$ cat config.mk
export PLATFORM = sky130hd
export DESIGN_NAME = seven_seg_mux_ctrl_flat
export DESIGN_NICKNAME = d
export VERILOG_FILES = /design/src/rtl/seven_seg_mux_ctrl_if.sv /design/src/rtl/seven_seg_mux_ctrl.sv /design/src/flat_wrapper.sv
export SDC_FILE = /design/constraint.sdc
export NUM_CORES = 1
export LEC_CHECK = 0
export CORE_UTILIZATION = 52
export DETAILED_ROUTE_END_ITERATION = 12
export MAX_ROUTING_LAYER = met4
export PLACE_DENSITY = 0.7
export SYNTH_ARGS = -nofsm -noshare
export SYNTH_HDL_FRONTEND = slang
export SYNTH_SLANG_ARGS = --single-unit
$ cat constraint.sdc
create_clock -name clk -period 2.88 [get_ports clk]
set_input_delay 0.72 -clock clk [delete_from_list [all_inputs] [get_ports clk]]
set_output_delay 0.72 -clock clk [all_outputs]
set_load 0.01 [all_outputs]
$ cat src/rtl/seven_seg_mux_ctrl_if.sv
// Write port and display outputs of the multiplexed seven-segment controller.
interface seven_seg_mux_ctrl_if #(
  parameter int NUM_DIGITS = 4,
  parameter int DATA_W     = 16
);
  logic                  wr_en;
  logic [DATA_W-1:0]     wr_data;
  logic                  wr_hex;
  logic                  wr_blank;
  logic                  busy;
  logic [NUM_DIGITS-1:0] an;
  logic [0:6]            seg;
  logic                  dp;

  modport master (output wr_en, wr_data, wr_hex, wr_blank, input busy, an, seg, dp);
  modport slave  (input wr_en, wr_data, wr_hex, wr_blank, output busy, an, seg, dp);
endinterface

$ cat src/rtl/seven_seg_mux_ctrl.sv
// Bus-writable multiplexed seven-segment controller: hex writes commit at once,
// decimal writes run a sequential shift-add-3 conversion before an atomic commit.
module seven_seg_mux_ctrl #(
  parameter int NUM_DIGITS  = 4,
  parameter int DATA_W      = 16,
  parameter int REFRESH_DIV = 18
) (
  input logic                clk,
  input logic                rstn,
  seven_seg_mux_ctrl_if.slave bus
);
  // state    | meaning
  // S_IDLE   | ready for a write
  // S_CONV   | one shift-add-3 iteration per cycle until cnt_q hits 0
  // S_COMMIT | copy BCD result into the displayed digit registers
  typedef enum logic [1:0] {S_IDLE, S_CONV, S_COMMIT} state_t;

  localparam int BCD_DIGITS = (3 * DATA_W) / 10 + 1;
  localparam int BCD_W      = 4 * BCD_DIGITS;
  localparam int EXT_N      = (BCD_DIGITS > NUM_DIGITS) ? BCD_DIGITS : NUM_DIGITS;
  localparam int EXT_W      = 4 * EXT_N;
  localparam int DIG_W      = 4 * NUM_DIGITS;
  localparam int CNT_W      = $clog2(DATA_W + 1);
  localparam int IDX_W      = (NUM_DIGITS > 1) ? $clog2(NUM_DIGITS) : 1;

  state_t                 state_q;
  logic [CNT_W-1:0]       cnt_q;
  logic [DATA_W-1:0]      bin_q;
  logic [BCD_W-1:0]       bcd_q;
  logic                   blank_pend_q;
  logic                   busy_q;
  logic [DIG_W-1:0]       dig_q;
  logic                   ovf_q;
  logic                   blank_q;
  logic [REFRESH_DIV-1:0] refr_q;
  logic [IDX_W-1:0]       idx_q;
  logic [NUM_DIGITS-1:0]  an_q;
  logic [0:6]             seg_q;

  logic [BCD_W-1:0]       bcd_adj, bcd_d;
  logic [EXT_W-1:0]       hex_ext, bcd_ext;
  logic                   hex_ovf, bcd_ovf;
  logic [NUM_DIGITS-1:0]  lit;
  logic                   seen;
  logic [NUM_DIGITS-1:0]  an_d;
  logic [0:6]             seg_d;

  function automatic logic [0:6] glyph(input logic [3:0] v);
    case (v)
      4'h0: glyph = 7'b0000001;
      4'h1: glyph = 7'b1001111;
      4'h2: glyph = 7'b0010010;
      4'h3: glyph = 7'b0000110;
      4'h4: glyph = 7'b1001100;
      4'h5: glyph = 7'b0100100;
      4'h6: glyph = 7'b0100000;
      4'h7: glyph = 7'b0001111;
      4'h8: glyph = 7'b0000000;
      4'h9: glyph = 7'b0000100;
      4'hA: glyph = 7'b0001000;
      4'hB: glyph = 7'b1100000;
      4'hC: glyph = 7'b0110001;
      4'hD: glyph = 7'b1000010;
      4'hE: glyph = 7'b0110000;
      default: glyph = 7'b0111000;
    endcase
  endfunction

  always_comb begin
    bcd_adj = bcd_q;
    for (int i = 0; i < BCD_DIGITS; i++) begin
      if (bcd_q[4*i +: 4] >= 4'd5) bcd_adj[4*i +: 4] = bcd_q[4*i +: 4] + 4'd3;
    end
    bcd_d   = (bcd_adj << 1) | BCD_W'(bin_q[DATA_W-1]);
    hex_ext = EXT_W'(bus.wr_data);
    bcd_ext = EXT_W'(bcd_q);
    hex_ovf = |(hex_ext >> DIG_W);
    bcd_ovf = |(bcd_ext >> DIG_W);
  end

  // Leading-zero blanking: a digit stays lit once any digit at or above it is nonzero.
  always_comb begin
    lit  = '1;
    seen = 1'b0;
    for (int i = NUM_DIGITS - 1; i > 0; i--) begin
      seen = seen | (dig_q[4*i +: 4] != 4'd0);
      if (blank_q && !ovf_q && !seen) lit[i] = 1'b0;
    end
    an_d = '1;
    if (lit[idx_q]) an_d[idx_q] = 1'b0;
    seg_d = ovf_q ? 7'b1111110 : glyph(dig_q[4*idx_q +: 4]);
  end

  always_ff @(posedge clk or negedge rstn) begin
    if (!rstn) begin
      state_q      <= S_IDLE;
      cnt_q        <= '0;
      bin_q        <= '0;
      bcd_q        <= '0;
      blank_pend_q <= 1'b0;
      busy_q       <= 1'b0;
      dig_q        <= '0;
      ovf_q        <= 1'b0;
      blank_q      <= 1'b0;
      refr_q       <= '0;
      idx_q        <= '0;
      an_q         <= '1;
      seg_q        <= 7'b1111111;
    end else begin
      case (state_q)
        S_IDLE: begin
          if (bus.wr_en) begin
            if (bus.wr_hex) begin
              dig_q   <= hex_ext[DIG_W-1:0];
              ovf_q   <= hex_ovf;
              blank_q <= bus.wr_blank;
            end else begin
              state_q      <= S_CONV;
              busy_q       <= 1'b1;
              bin_q        <= bus.wr_data;
              bcd_q        <= '0;
              cnt_q        <= CNT_W'(DATA_W);
              blank_pend_q <= bus.wr_blank;
            end
          end
        end
        S_CONV: begin
          if (cnt_q == '0) begin
            state_q <= S_COMMIT;
          end else begin
            bcd_q <= bcd_d;
            bin_q <= bin_q << 1;
            cnt_q <= cnt_q - 1'b1;
          end
        end
        S_COMMIT: begin
          dig_q   <= bcd_ext[DIG_W-1:0];
          ovf_q   <= bcd_ovf;
          blank_q <= blank_pend_q;
          busy_q  <= 1'b0;
          state_q <= S_IDLE;
        end
        default: state_q <= S_IDLE;
      endcase

      refr_q <= refr_q + 1'b1;
      if (refr_q == '1) begin
        idx_q <= (idx_q == IDX_W'(NUM_DIGITS - 1)) ? '0 : idx_q + 1'b1;
      end
      an_q  <= an_d;
      seg_q <= seg_d;
    end
  end

  assign bus.busy = busy_q;
  assign bus.an   = an_q;
  assign bus.seg  = seg_q;
  assign bus.dp   = 1'b1;
endmodule

$ cat src/flat_wrapper.sv
// flat-port wrapper written by rule: the top's interface ports become plain ports
module seven_seg_mux_ctrl_flat 
#(
  parameter int NUM_DIGITS  = 4,
  parameter int DATA_W      = 16,
  parameter int REFRESH_DIV = 18
)
  (clk, rstn, bus_wr_en, bus_wr_data, bus_wr_hex, bus_wr_blank, bus_busy, bus_an, bus_seg, bus_dp);
  seven_seg_mux_ctrl_if #(.NUM_DIGITS(NUM_DIGITS), .DATA_W(DATA_W)) bus_i ();
  input logic clk;
  input logic rstn;
  input wire logic [$bits(bus_i.wr_en)-1:0] bus_wr_en;
  input wire logic [$bits(bus_i.wr_data)-1:0] bus_wr_data;
  input wire logic [$bits(bus_i.wr_hex)-1:0] bus_wr_hex;
  input wire logic [$bits(bus_i.wr_blank)-1:0] bus_wr_blank;
  output wire logic [$bits(bus_i.busy)-1:0] bus_busy;
  output wire logic [$bits(bus_i.an)-1:0] bus_an;
  output wire logic [$bits(bus_i.seg)-1:0] bus_seg;
  output wire logic [$bits(bus_i.dp)-1:0] bus_dp;
  assign bus_i.wr_en = bus_wr_en;
  assign bus_i.wr_data = bus_wr_data;
  assign bus_i.wr_hex = bus_wr_hex;
  assign bus_i.wr_blank = bus_wr_blank;
  assign bus_busy = bus_i.busy;
  assign bus_an = bus_i.an;
  assign bus_seg = bus_i.seg;
  assign bus_dp = bus_i.dp;
  seven_seg_mux_ctrl #(.NUM_DIGITS(NUM_DIGITS), .DATA_W(DATA_W), .REFRESH_DIV(REFRESH_DIV)) u_core (.clk(clk), .rstn(rstn), .bus(bus_i));
endmodule
==> flow_summary.ini <==
[worst_setup_path]
cp.arrival_ns = 2.54
cp_max_fo = 12
cp.required_ns = 3.17
crit_type = register to register
critPathLaunchType = register
endpoint_kind = register

[worst_hold_path]
hp-class = input pin to asynchronous set/reset pin

[synthesis]
synthSimpleGateAreaFrac = 0.160
synth_top_family_by_area = simple AND/OR/NAND/NOR gates
synthAdderAreaFrac = 0.0572
ys_ff_latch = 94
synth_edf_count = 0
synth-compound-area-share = 0.116
synth_xor_area_frac = 0.0473
yosys_warnings = 0
synth_top_area_frac = 0.432
synth.area.mux_share = 0.0809
synth_area_leaders = dfrtp_1 43%, dfstp_2 6.0%, ha_1 5.7%, nand2_1 5.3%, mux2i_1 4.6%
synth_common_cells = 83 x dfrtp_1, 68 x nand2_1, 38 x o21ai_0
synthCells = 478
async_reset_ff_frac = 1.00
synth_most_common_cell = dfrtp_1
ys_seq_area_frac = 0.492
syn_area_sq_um = 4810
synth_top_flop_cell = dfrtp_1
synth_nets = 521
synth_area_leader_cell = dfrtp_1
synth.distinct_cells = 50
synth_area_per_cell_sq_um = 10.1

[sta]
setup_violations = 0
finalCritPeriodShare = 0.779
finalCriticalPeriod_ns = 2.24
fin_skew_ns = 0.0137
tightest_slew_ns = 0.952
fin_setup_tns_ns = 0
hold_violations = 0
rsz0062_at_grt = no
fmax_mhz = 445
max-slew-margin-rel = 0.365
slew_viol_final = 0
setup_slack_ns = 0.635

[global_route]
track_usage = 0.211
overflow = 0
grt_pass1_vias = 3346
grt_max_degree = 40
grt_pass1_wl_um = 15700
antenna_found_initial = 0

[clock_network]
clock_latency_ns = 0.36
cts_tree = built
cts_buffers = 9
clockRootBuffer = clkbuf_8
ctsResizeCount = 0
cts.sinks = 94
clockBufferDepth = 2
clkTransAtPathRegs_ns = 0.11
cts_setup_buffers = 0
cts_hold_buf = 0
cts-htree-levels = 3

[floorplan]
num_rows = 34
initial_core_util = 0.544
die_h_um = 98.2
die_area_sq_um = 9640
pin_count = 34
core_area_sq_um = 8850
dieWidth_um = 98.2

[placement]
gp_congestion = 0.839
numPortBuffers = 32
placed_area_sq_um = 5200
dp_hpwl_um = 6580
dp.cells = 601
dpl_worst_slack_ns = 0.374

[detailed_routing]
via_count = 3396
routed_wl_um = 9010
drtIter0Drc = 181
dr.pass1.iters = 6
drc = 0
via_per_inst = 5.50
ant_nets = 0
wire_per_inst_um = 14.6

[final_layout]
antennaDiodeCount = 0
design_area_sq_um = 5390
nNetsFinal = 547
drive_above_1_share = 0.112
synthToLayoutAreaGrowth_pct = 12.1
final_cells = 617

[power]
total_power_uw = 5080
vdd_drop_max_v = 0.000554
p_per_area_nw_per_um2 = 943
power.leakage_uw = 0.00236

[flow_run]
cap_violations = 0

[run_status]
status = finished clean
registers in the layout, indices dropped and copies added (netlist names), 4 cells and up:
name	flops
u_core.bcd_ext	20
u_core.bin_q	16
u_core.bus.an	4
u_core.bus.seg	7
u_core.cnt_q	5
u_core.dig_q	16
u_core.refr_q	18
per-layer routing:
metal,track usage,part of all wire
met4,0.0700,0.010
met2,0.357,0.50
met1,0.263,0.46
met5,-,0
met3,0.0286,0.024
final cells by class:
cell class | count | area (sq um)
clock buffer | 9 | 124
clock inverter | 7 | 65.1
fill | 752 | 3450
inverter | 21 | 78.8
multi-input combinational | 338 | 2230
sequential | 94 | 2370
tap | 108 | 135
timing repair buffer | 40 | 390
worst paths after layout:
path / depth (start not counted) / slack [ns] / endpoint / start
worst max-delay path: 6 / 0.64 / u_core.bus.seg[1] / u_core.idx_q[0]
worst min-delay path: 1 / 0.30 / u_core.refr_q[7] / rstn
min in group clk: 1 / 0.47 / u_core.refr_q[15] / u_core.refr_q[15]
worst min register to register: 1 / 0.47 / u_core.refr_q[15] / u_core.refr_q[15]
max in group asynchronous: 2 / 1.87 / u_core.bus.an[0] / rstn
worst max register to register: 6 / 0.64 / u_core.bus.seg[1] / u_core.idx_q[0]
power by group:
part / internal [uW] / leakage, uW / switching, uW
combinational: 952 / 0.00111 / 1120
sequential: 1810 / 0.00115 / 356
clock: 337 / 0.0000931 / 507
cell families (layout without fill, tap and decap cells):
| group | count (synthesis) | count (layout) |
|---|---|---|
| flip-flops | 94 | 94 |
| XOR/XNOR | 26 | 26 |
| multiplexers | 34 | 34 |
| buffers and inverters | 46 | 77 |
| AO/OA/AOI/OAI | 87 | 87 |
| AND/OR/NAND/NOR | 168 | 168 |
| other | 1 | 1 |
| adder cells (fa/ha/maj) | 22 | 22 |
layout by cell type, fill, tap and decap left out, types with 3 or more instances in the layout:
cell	n
buf_4	8
nand2_1	68
inv_8	4
a211o_1	3
a32o_1	5
o31ai_1	5
o21ai_0	38
dfrtp_1	83
nand2b_1	12
clkbuf_8	9
xnor2_1	14
mux4_2	3
inv_1	21
mux2i_1	22
nand3_1	22
a31oi_1	14
xor2_1	12
ha_1	22
nor3_1	7
nor2_1	36
dfstp_2	11
mux2_2	9
nor4_1	3
clkdlybuf4s50_1	31
a21oi_1	9
nand4_1	3
worst max-delay path, stage by stage (launching register included):
cell,delay (ns)
dfrtp_1,0.64
mux4_2,0.64
inv_1,0.13
ha_1,0.22
nor2b_1,0.09
o21bai_1,0.16
a211o_1,0.30
through the flow:
step | hold slack, ns | utilization
2_1_floorplan | 0.424 | -
3_3_place_gp | 0.450 | 0.588
3_5_place_dp | 0.457 | 0.588
4_1_cts | 0.307 | 0.610
5_1_grt | 0.319 | 0.610
6_report | 0.297 | 0.610
(Power assumes the default switching activity.)
